<file path="src/rtl/uart_frame_decoder.sv">
// Framed command decoder: SYNC, CMD, LEN, payload, CHK (mod-256 sum of CMD, LEN, payload).
// Good frames latch CMD/LEN and leave the payload in a buffer with a registered read port.
module uart_frame_decoder #(
    parameter int unsigned CLK          = 50_000_000,
    parameter int unsigned BAUD_RATE    = 115200,
    parameter int unsigned MAX_LEN      = 16,
    parameter logic [7:0]  SYNC_BYTE    = 8'hA5,
    parameter int unsigned TIMEOUT_CLKS = (CLK / BAUD_RATE) * 10 * 4
) (
    input  logic       i_Clock,
    input  logic       i_Reset,
    input  logic       i_RX_DV,
    input  logic [7:0] i_RX_Byte,
    input  logic [7:0] i_Rd_Addr,
    output logic [7:0] o_Rd_Data,
    output logic       o_Frame_Valid,
    output logic [7:0] o_Cmd,
    output logic [7:0] o_Len,
    output logic       o_Err_Chk,
    output logic       o_Err_Len,
    output logic       o_Err_Timeout,
    output logic       o_Busy
);

    localparam int unsigned AW        = (MAX_LEN > 1) ? $clog2(MAX_LEN) : 1;
    localparam logic [8:0]  MAX_LEN_W = 9'(MAX_LEN);
    localparam logic [31:0] TO_LAST   = 32'(TIMEOUT_CLKS) - 32'd1;

    typedef enum logic [2:0] {StIdle, StCmd, StLen, StPayload, StCheck} state_t;

    state_t      r_state, w_state_n;
    logic [7:0]  r_sum, w_sum_n;
    logic [7:0]  r_cmd_stage, w_cmd_stage_n;
    logic [7:0]  r_len_stage, w_len_stage_n;
    logic [7:0]  r_idx, w_idx_n;
    logic [31:0] r_timer, w_timer_n;
    logic [7:0]  r_cmd, w_cmd_n;
    logic [7:0]  r_len, w_len_n;
    logic        r_valid, w_valid_n;
    logic        r_err_chk, w_err_chk_n;
    logic        r_err_len, w_err_len_n;
    logic        r_err_to, w_err_to_n;
    logic        w_wr_en;
    logic [7:0]  r_buf [MAX_LEN];
    logic [7:0]  r_rd_data;
    logic [AW-1:0] w_wr_idx, w_rd_idx;

    assign w_wr_idx = r_idx[AW-1:0];
    assign w_rd_idx = i_Rd_Addr[AW-1:0];

    always_comb begin
        w_state_n     = r_state;
        w_sum_n       = r_sum;
        w_cmd_stage_n = r_cmd_stage;
        w_len_stage_n = r_len_stage;
        w_idx_n       = r_idx;
        w_cmd_n       = r_cmd;
        w_len_n       = r_len;
        w_valid_n     = 1'b0;
        w_err_chk_n   = 1'b0;
        w_err_len_n   = 1'b0;
        w_err_to_n    = 1'b0;
        w_wr_en       = 1'b0;
        w_timer_n     = (r_state == StIdle || i_RX_DV) ? 32'd0 : r_timer + 32'd1;

        if (i_RX_DV) begin
            // A byte in the expiry cycle takes precedence over the timeout.
            unique case (r_state)
                StIdle: begin
                    if (i_RX_Byte == SYNC_BYTE) w_state_n = StCmd;
                end
                StCmd: begin
                    w_cmd_stage_n = i_RX_Byte;
                    w_sum_n       = i_RX_Byte;
                    w_state_n     = StLen;
                end
                StLen: begin
                    if ({1'b0, i_RX_Byte} > MAX_LEN_W) begin
                        w_err_len_n = 1'b1;
                        w_state_n   = StIdle;
                    end else begin
                        w_len_stage_n = i_RX_Byte;
                        w_sum_n       = r_sum + i_RX_Byte;
                        w_idx_n       = 8'd0;
                        w_state_n     = (i_RX_Byte == 8'd0) ? StCheck : StPayload;
                    end
                end
                StPayload: begin
                    w_wr_en = 1'b1;
                    w_sum_n = r_sum + i_RX_Byte;
                    w_idx_n = r_idx + 8'd1;
                    if (r_idx == r_len_stage - 8'd1) w_state_n = StCheck;
                end
                StCheck: begin
                    if (i_RX_Byte == r_sum) begin
                        w_valid_n = 1'b1;
                        w_cmd_n   = r_cmd_stage;
                        w_len_n   = r_len_stage;
                    end else begin
                        w_err_chk_n = 1'b1;
                    end
                    w_state_n = StIdle;
                end
                default: w_state_n = StIdle;
            endcase
        end else if (r_state != StIdle && r_timer == TO_LAST) begin
            w_err_to_n = 1'b1;
            w_state_n  = StIdle;
            w_timer_n  = 32'd0;
        end
    end

    always_ff @(posedge i_Clock) begin
        if (i_Reset) begin
            r_state     <= StIdle;
            r_sum       <= 8'd0;
            r_cmd_stage <= 8'd0;
            r_len_stage <= 8'd0;
            r_idx       <= 8'd0;
            r_timer     <= 32'd0;
            r_cmd       <= 8'd0;
            r_len       <= 8'd0;
            r_valid     <= 1'b0;
            r_err_chk   <= 1'b0;
            r_err_len   <= 1'b0;
            r_err_to    <= 1'b0;
            r_rd_data   <= 8'd0;
        end else begin
            r_state     <= w_state_n;
            r_sum       <= w_sum_n;
            r_cmd_stage <= w_cmd_stage_n;
            r_len_stage <= w_len_stage_n;
            r_idx       <= w_idx_n;
            r_timer     <= w_timer_n;
            r_cmd       <= w_cmd_n;
            r_len       <= w_len_n;
            r_valid     <= w_valid_n;
            r_err_chk   <= w_err_chk_n;
            r_err_len   <= w_err_len_n;
            r_err_to    <= w_err_to_n;
            r_rd_data   <= ({1'b0, i_Rd_Addr} >= MAX_LEN_W) ? 8'd0 : r_buf[w_rd_idx];
        end
    end

    // Payload storage is deliberately not reset.
    always_ff @(posedge i_Clock) begin
        if (w_wr_en) r_buf[w_wr_idx] <= i_RX_Byte;
    end

    assign o_Rd_Data     = r_rd_data;
    assign o_Frame_Valid = r_valid;
    assign o_Cmd         = r_cmd;
    assign o_Len         = r_len;
    assign o_Err_Chk     = r_err_chk;
    assign o_Err_Len     = r_err_len;
    assign o_Err_Timeout = r_err_to;
    assign o_Busy        = (r_state != StIdle);

endmodule

</file>
<file path="config.mk">
export PLATFORM = sky130hd
export DESIGN_NAME = uart_frame_decoder
export DESIGN_NICKNAME = d
export VERILOG_FILES = /design/src/rtl/uart_frame_decoder.sv
export SDC_FILE = /design/constraint.sdc
export NUM_CORES = 1
export LEC_CHECK = 0
export ABC_AREA = 1
export CORE_ASPECT_RATIO = 1.1
export CORE_MARGIN = 4
export CORE_UTILIZATION = 40
export DETAILED_ROUTE_END_ITERATION = 8
export PLACE_DENSITY = 0.57
export SLEW_MARGIN = 30
export SYNTH_ARGS = -nofsm -noshare
export SYNTH_HDL_FRONTEND = slang
export SYNTH_SLANG_ARGS = --single-unit
</file>
<file path="constraint.sdc">
create_clock -name i_Clock -period 2.4 [get_ports i_Clock]
set_input_delay 0.36 -clock i_Clock [delete_from_list [all_inputs] [get_ports i_Clock]]
set_output_delay 0.36 -clock i_Clock [all_outputs]
set_load 0.005 [all_outputs]
</file>
==> results of run 1 <==
[layout make-up]
class / instances / area (um2) / share of cell area (%)
Multi-Input combinational cell: 718 / 3660 / 30.9
Inverter: 79 / 297 / 2.51
Sequential cell: 223 / 5750 / 48.6
Timing Repair Buffer: 106 / 971 / 8.21
Clock buffer: 33 / 668 / 5.65
Tap cell: 310 / 388 / 3.28
Clock inverter: 11 / 101 / 0.857
[cells by family after synthesis]
| logic type | count (synthesis) | share of synthesized area, % |
|---|---|---|
| buffers and inverters | 117 | 4.75 |
| adders and majority gates | 14 | 1.85 |
| DFF | 223 | 58.2 |
| AOI/OAI and AO/OA | 217 | 12.1 |
| and+or+nand+nor | 455 | 20.1 |
| xor gates and xnor gates | 32 | 2.92 |
[path summary, 6_finish.rpt]
kind | from | slack (ns) | depth (start not counted) | endpoint
max | r_state[0] | 0.12 | 5 | o_Busy
min | o_Cmd[3] | 0.46 | 2 | o_Cmd[3]
max reg2reg | r_timer[0] | 0.50 | 10 | r_timer[30]
min reg2reg | o_Cmd[3] | 0.46 | 2 | o_Cmd[3]
[state kept, by name, indices dropped and copies added (netlist names)]
name and cells:
o_Cmd 8, r_timer 32, o_Err_Timeout 1, o_Frame_Valid 1, r_sum 8, r_idx 8, o_Err_Len 1, r_buf 128
o_Err_Chk 1, o_Rd_Data 8, r_cmd_stage 8, o_Len 8, r_len_stage 8, r_state 3
[cells in the mapped netlist, types with 3 or more instances]
| cell type | instances |
|---|---|
| nand2_2 | 4 |
| buf_2 | 9 |
| nand2_1 | 155 |
| xnor2_1 | 11 |
| o21ai_0 | 106 |
| nand4_1 | 18 |
| inv_1 | 72 |
| ha_1 | 13 |
| nand3b_1 | 4 |
| nor3_2 | 5 |
| a21oi_1 | 60 |
| nor2_4 | 3 |
| inv_2 | 5 |
| edfxtp_1 | 128 |
| nand3_1 | 45 |
| o22ai_1 | 22 |
| o221ai_1 | 10 |
| dfxtp_1 | 95 |
| clkbuf_1 | 26 |
| nor4_1 | 5 |
| a211oi_1 | 7 |
| nor2_1 | 186 |
| xor2_1 | 20 |
| nor3_1 | 22 |
[where the power goes]
part           internal (uW)  switching (uW)
Combinational            379             626
Clock                   2160            1430
Sequential              4150            79.2
[worst reg2reg max path: cells and delay by family, from the launching register on]
family	cells	cell delay, ns
AND/OR/NAND/NOR	7	0.89
flip-flops	1	0.43
AO/OA/AOI/OAI	2	0.23
adder cells (fa/ha/maj)	1	0.21
[per-stage QoR]
stage / hold WS, ns / setup TNS [ns] / setup WS, ns / instance area, um2 / total power [uW]
2_1_floorplan: 0.448 / 0 / 0.543 / 9870 / 4910
3_3_place_gp: 0.456 / -0.753 / -0.0497 / 11100 / 5290
3_5_place_dp: 0.453 / -1.02 / -0.0727 / 11100 / 5300
4_1_cts: 0.467 / 0 / 0.00745 / 11800 / 8900
5_1_grt: 0.491 / 0 / 0.00568 / 11800 / 9200
6_report: 0.464 / 0 / 0.124 / 11800 / 8820
[layer usage]
layer	global-route usage, %	vias to the layer above
li1	-	3831
met1	25.4	3552
met2	28.3	163
met3	2.30	33
met4	3.84	0
met5	0	-
[placed cells by master, fill, tap and decap left out, drive strengths merged]
cell and n:
xnor2 12, a31o 1, or2 2, nor2 189, o21bai 1, ha 13, buf 60, a211oi 7
inv 78, nor4 6, nor3 28, o21a 1, edfxtp 128, nand2 160, o21ai 108, a21oi 62
nand4 18, a21o 2, clkdlybuf4s50 46, clkbuf 33, xor2 20, o22ai 22, dfxtp 95, bufinv 2
nor3b 1, a21boi 1, fa 1, o221ai 10, a31oi 2, nand3b 4, nand3 47, clkinv 10
[what timing repair did]
item,4_1_cts,5_1_grt
setup buffers,0,0
gates resized for setup,0,1
setup endpoints to repair,0,1
==> impl_results.md, run 1 <==
* Post-synthesis cell type count at 43
* Critical path's most frequent cell: inv_1
* Skew final at 0.0120 ns
* Critical path launch point type: flip-flop
* Remaining antenna violation count at 0
* Final-report hold violation count at 0
* Root buffer cell: clkbuf_16
* Critical path cell sequence: nor2_1, inv_1, nor2_2, inv_1, clkdlybuf4s50_1
* Yosys warning count at 0
* Crit path largest cell delay at 0.46 ns
* Synthesized Nets at 1091
* All-layer global routing usage at 17.5%
* Asr flop ratio synth at 0%
* Worst min path class: flip-flop to flip-flop
* Placer Congestion at 0.883
* Syn Inst Count at 1058
* Die area at 27300 um2
* CTS H-tree depth at 1
* Total core area at 24400 um2
* Antenna diodes at 0
* Cts-stage hold buffer count at 0
* Cell Area, Synth at 9870 um2
* VDD IR max at 0.000497 V
* Outcome: finished clean
* Post-synth top area cell: edfxtp_1
* Fin cells at 1480
* Dominant synthesized flop cell: edfxtp_1
* Tmin final at 2.28 ns
* Synthesized area per cell at 9.33 um2
* Fmax at 439 MHz
* PwrDens at 746 nW/um2
* Synthesized flop and latch total at 223
* Req. time, crit path at 2.04 ns
* Critical path class: flip-flop to primary output
* Number of vias per cell at 5.12
* Ports at 48
* Detailed Place HPWL at 16.6 mm
* Via count at 7579
* Post-synth EDFFs at 128
* Setup violators final at 0
* Drt total wl at 24.4 mm
* Residual DRC count at 0
* Slew Viols, Final at 0
* Met3 WL at 1.08 mm
* Total gr overflow at 0
* Die Y at 173 um
* Period utilization at 94.8%
* Rel. slew slack at 66.8%
* Crit end category: primary output
* Vias in the first global route at 7263
* Crit path DAT at 1.92 ns
* Layout filler cell count at 2300
* Pre-antenna DRT Iters at 5
* Clock Latency Late Sink at 0.51 ns
* Clock transition at path regs at 0.06 ns
* Initial core utilization at 40.5%
* Final Util at 48.5%
* Pin count of the biggest net entering global routing at 65
* Layout Nets at 1185
* Bufs and invs on worst path at 3
* Die X at 158 um
* First-pass GRT wire length at 38.7 mm
* Max Cap Violations at 0
* Clock buffer depth at 3
* # rows at 60
* Port Buffer Count at 47
* Slew @ Worst Pin at 0.495 ns
* Layout overhead on the synthesized area at 19.8%
* RSZ-0062 raised after global routing: false
* Leak Pwr at 0.00420 uW
* Area share of the largest cell type after synthesis at 38.9%
* Cells after DPL at 1436
* CP Max Fanout at 6
* Top cells by area, synth: edfxtp_1 39%, dfxtp_1 19%, nor2_1 7.1%
* CP delay by family, top: buffers and inverters
* Drt initial violations at 587
* Max layer used: met4
* Clk sinks at 223
* CTS buffer count at 24
* Routed WL per cell at 16.5 um
* Slowest cell on crit path: clkdlybuf4s50_1
* Metal2 WL at 11.2 mm
* Layout cell share with drive strength beyond 1 at 10.5%
* Metal-1 WL at 11.6 mm
* Sequential cell area fraction in the yosys report at 58.2%
* CTS tree: built
* Initial antenna violation count at 0
No activity file was read; power rests on OpenSTA's default activity.
==> inputs of run 2 (changes only) <==
--- a/config.mk
+++ b/config.mk
@@ -9,6 +9,7 @@
 export CORE_ASPECT_RATIO = 1.1
 export CORE_MARGIN = 4
 export CORE_UTILIZATION = 40
+export CTS_CLUSTER_SIZE = 24
 export DETAILED_ROUTE_END_ITERATION = 8
 export PLACE_DENSITY = 0.57
 export SLEW_MARGIN = 30
==> impl_results.md, run 2 (same netlist as run 1, synthesis figures left out) <==
* Outcome: finished clean
* Dpl cell area at 11100 um2 (unchanged)
* Clock Latency Late Sink at 0.51 ns (about the same)
* # rows at 60 (unchanged)
* Cells after DPL at 1436 (unchanged)
* Crit path DAT at 1.89 ns (-0.03 ns)
* Clk sinks at 223 (unchanged)
* Req. time, crit path at 2.04 ns (about the same)
* Die X at 158 um (unchanged)
* R2R Path Start: r_timer[0]
* Skew final at 0.00995 ns (-0.00202 ns)
* P_sw at 2130 uW (-0.33%)
* Die area at 27300 um2 (unchanged)
* Logic pwr share at 11.4% (about the same)
* Fin cells at 1480 (unchanged)
* Leak Pwr at 0.00419 uW (about the same)
* Pin count of the biggest net entering global routing at 65 (unchanged)
* Routed WL per cell at 16.5 um (about the same)
* Post-cts resize count at 0 (unchanged)
* Ports at 48 (unchanged)
* Total core area at 24400 um2 (unchanged)
* Clock network power share at 40.6% (about the same)
* Sequential power share at 48.0% (about the same)
* Slowest cell on crit path: clkdlybuf4s50_1
* Critical path launch point type: flip-flop
* Clock buffer depth at 3 (unchanged)
* CTS buffer count at 24 (unchanged)
* Cells on worst reg2reg path at 10 (unchanged)
* CTS tree: built
* Layout overhead on the synthesized area at 19.8% (unchanged)
* Internal power component at 6680 uW (about the same)
* Detailed Place HPWL at 16.6 mm (unchanged)
* Sw frac at 24.2% (-0.042 points)
* Slew Viols, Final at 0 (unchanged)
* Max Cap Violations at 0 (unchanged)
* Worst hold start: o_Cmd[3]
* RSZ-0062 raised after global routing: false
* Fmax at 445 MHz (+1.3%)
* Initial antenna violation count at 0 (unchanged)
* Remaining antenna violation count at 0 (unchanged)
* Worst min path class: flip-flop to flip-flop
* Layout cell share with drive strength beyond 1 at 10.6% (+0.085 points)
* Setup WS post-layout at 0.153 ns (+0.0283 ns)
* Worst reg2reg path endpoint: r_timer[30]
* Critical path's most frequent cell: inv_1
* CTS H-tree depth at 1 (unchanged)
* Worst hold stages at 2 (unchanged)
* Setup violators final at 0 (unchanged)
* Max reg flops at 128 (unchanged)
* Setup TNS at 0 ns (unchanged)
* Antenna diodes at 0 (unchanged)
* First-pass GRT wire length at 38.8 mm (+0.23%)
* Drt initial violations at 545 (-7.2%)
* Residual DRC count at 0 (unchanged)
* Number of vias per cell at 5.10 (-0.38%)
* Tmin final at 2.25 ns (-0.0283 ns)
* Via count at 7550 (-0.38%)
* Critical path cell sequence: nor2_1, inv_1, nor2_2, inv_1, clkdlybuf4s50_1
* Layout Nets at 1185 (unchanged)
* Pre-CTS WS at -0.0727 ns (unchanged)
* All-layer global routing usage at 17.6% (+0.042 points)
* Largest regs: r_buf x128, r_timer x32
* Pre-antenna DRT Iters at 5 (unchanged)
* FF-to-FF setup slack at 0.50 ns (about the same)
* Die Y at 173 um (unchanged)
* Placer Congestion at 0.883 (unchanged)
* Post-route cell area at 11800 um2 (unchanged)
* Cts-stage hold buffer count at 0 (unchanged)
* Clock transition at path regs at 0.06 ns (about the same)
* Final-report hold violation count at 0 (unchanged)
* VDD IR max at 0.000495 V (-0.27%)
* Worst hold margin at 0.459 ns (-0.00435 ns)
* Rel. slew slack at 65.9% (-0.96 points)
* Drt total wl at 24.4 mm (about the same)
* Crit. Startpoint: r_state[0]
* Slew @ Worst Pin at 0.509 ns (+0.0143 ns)
* Crit path largest cell delay at 0.46 ns (about the same)
* Most common cell after layout, fill and taps aside: nor2_1
* Root buffer cell: clkbuf_16
* Port Buffer Count at 47 (unchanged)
* Total gr overflow at 0 (unchanged)
* Crit end category: primary output
* Critical path class: flip-flop to primary output
* Most frequent cells in the layout: 185 x nor2_1, 155 x nand2_1, 128 x edfxtp_1
* Layout filler cell count at 2298 (-0.087%)
* PwrDens at 744 nW/um2 (-0.15%)
* Post-CTS setup repair buffer count at 0 (unchanged)
* Vias in the first global route at 7302 (+0.54%)
* CP Max Fanout at 6 (unchanged)
* Largest Register: r_buf
* Period utilization at 93.6% (-1.2 points)
* Initial core utilization at 40.5% (unchanged)
* Worst hold endpoint: o_Cmd[3]
==> run 2: cell count changes in the layout (fill, tap and decap cells not counted) <==
cell	change
inv_6	-1
clkbuf_1	-1
clkinvlp_4	+1
clkinv_2	+1
==> run 2: area by class of cell <==
type	instances	area (um2)	share of cell area (%)
inverter	79	297	2.51
clock inverter	12	105	0.889
timing repair buffer	106	971	8.21
multi-input combinational	718	3660	30.9
tap	310	388	3.28
clock buffer	32	664	5.62
sequential	223	5750	48.6
==> run 2: through the flow <==
step / total power, uW / utilization (%)
6_report: 8810 / 48.5
5_1_grt: 9190 / 48.5
4_1_cts: 8900 / 48.5
3_5_place_dp: 5300 / 45.3
3_3_place_gp: 5290 / 45.3
2_1_floorplan: 4910 / -
==> run 2: how the worst max path moves through the flow <==
stage                     slack, ns  depth (start not counted)  endpoint
after floorplan                0.54                          8  o_Len[5]
after global placement        -0.05                          9  o_Len[5]
after detailed placement      -0.07                          9  o_Cmd[5]
after CTS                     0.009                          5    o_Busy
after global routing          0.007                          5    o_Busy
final                          0.15                          5    o_Busy
==> run 2: worst max-delay path: cells and delay by family, from the launching register on <==
kind	cells	cell delay, ns
buffers and inverters	3	0.68
DFF	1	0.36
and+or+nand+nor	2	0.34
==> run 2: power groups by stage <==
stage | clock network (uW) | registers [uW] | logic (uW)
floorplan | 0 | 4280 | 626
global placement | 0 | 4300 | 991
detailed placement | 0 | 4300 | 999
CTS | 3670 | 4220 | 1010
global route | 3820 | 4240 | 1140
finish | 3570 | 4230 | 1000
==> run 2: per-layer routing <==
layer / global-route usage, % / share of wire [%] / vias up
met5: 0 / 0 / -
li1: - / - / 3832
met2: 28.4 / 46 / 145
met3: 2.30 / 4.1 / 31
met1: 25.3 / 48 / 3542
met4: 4.02 / 1.8 / 0
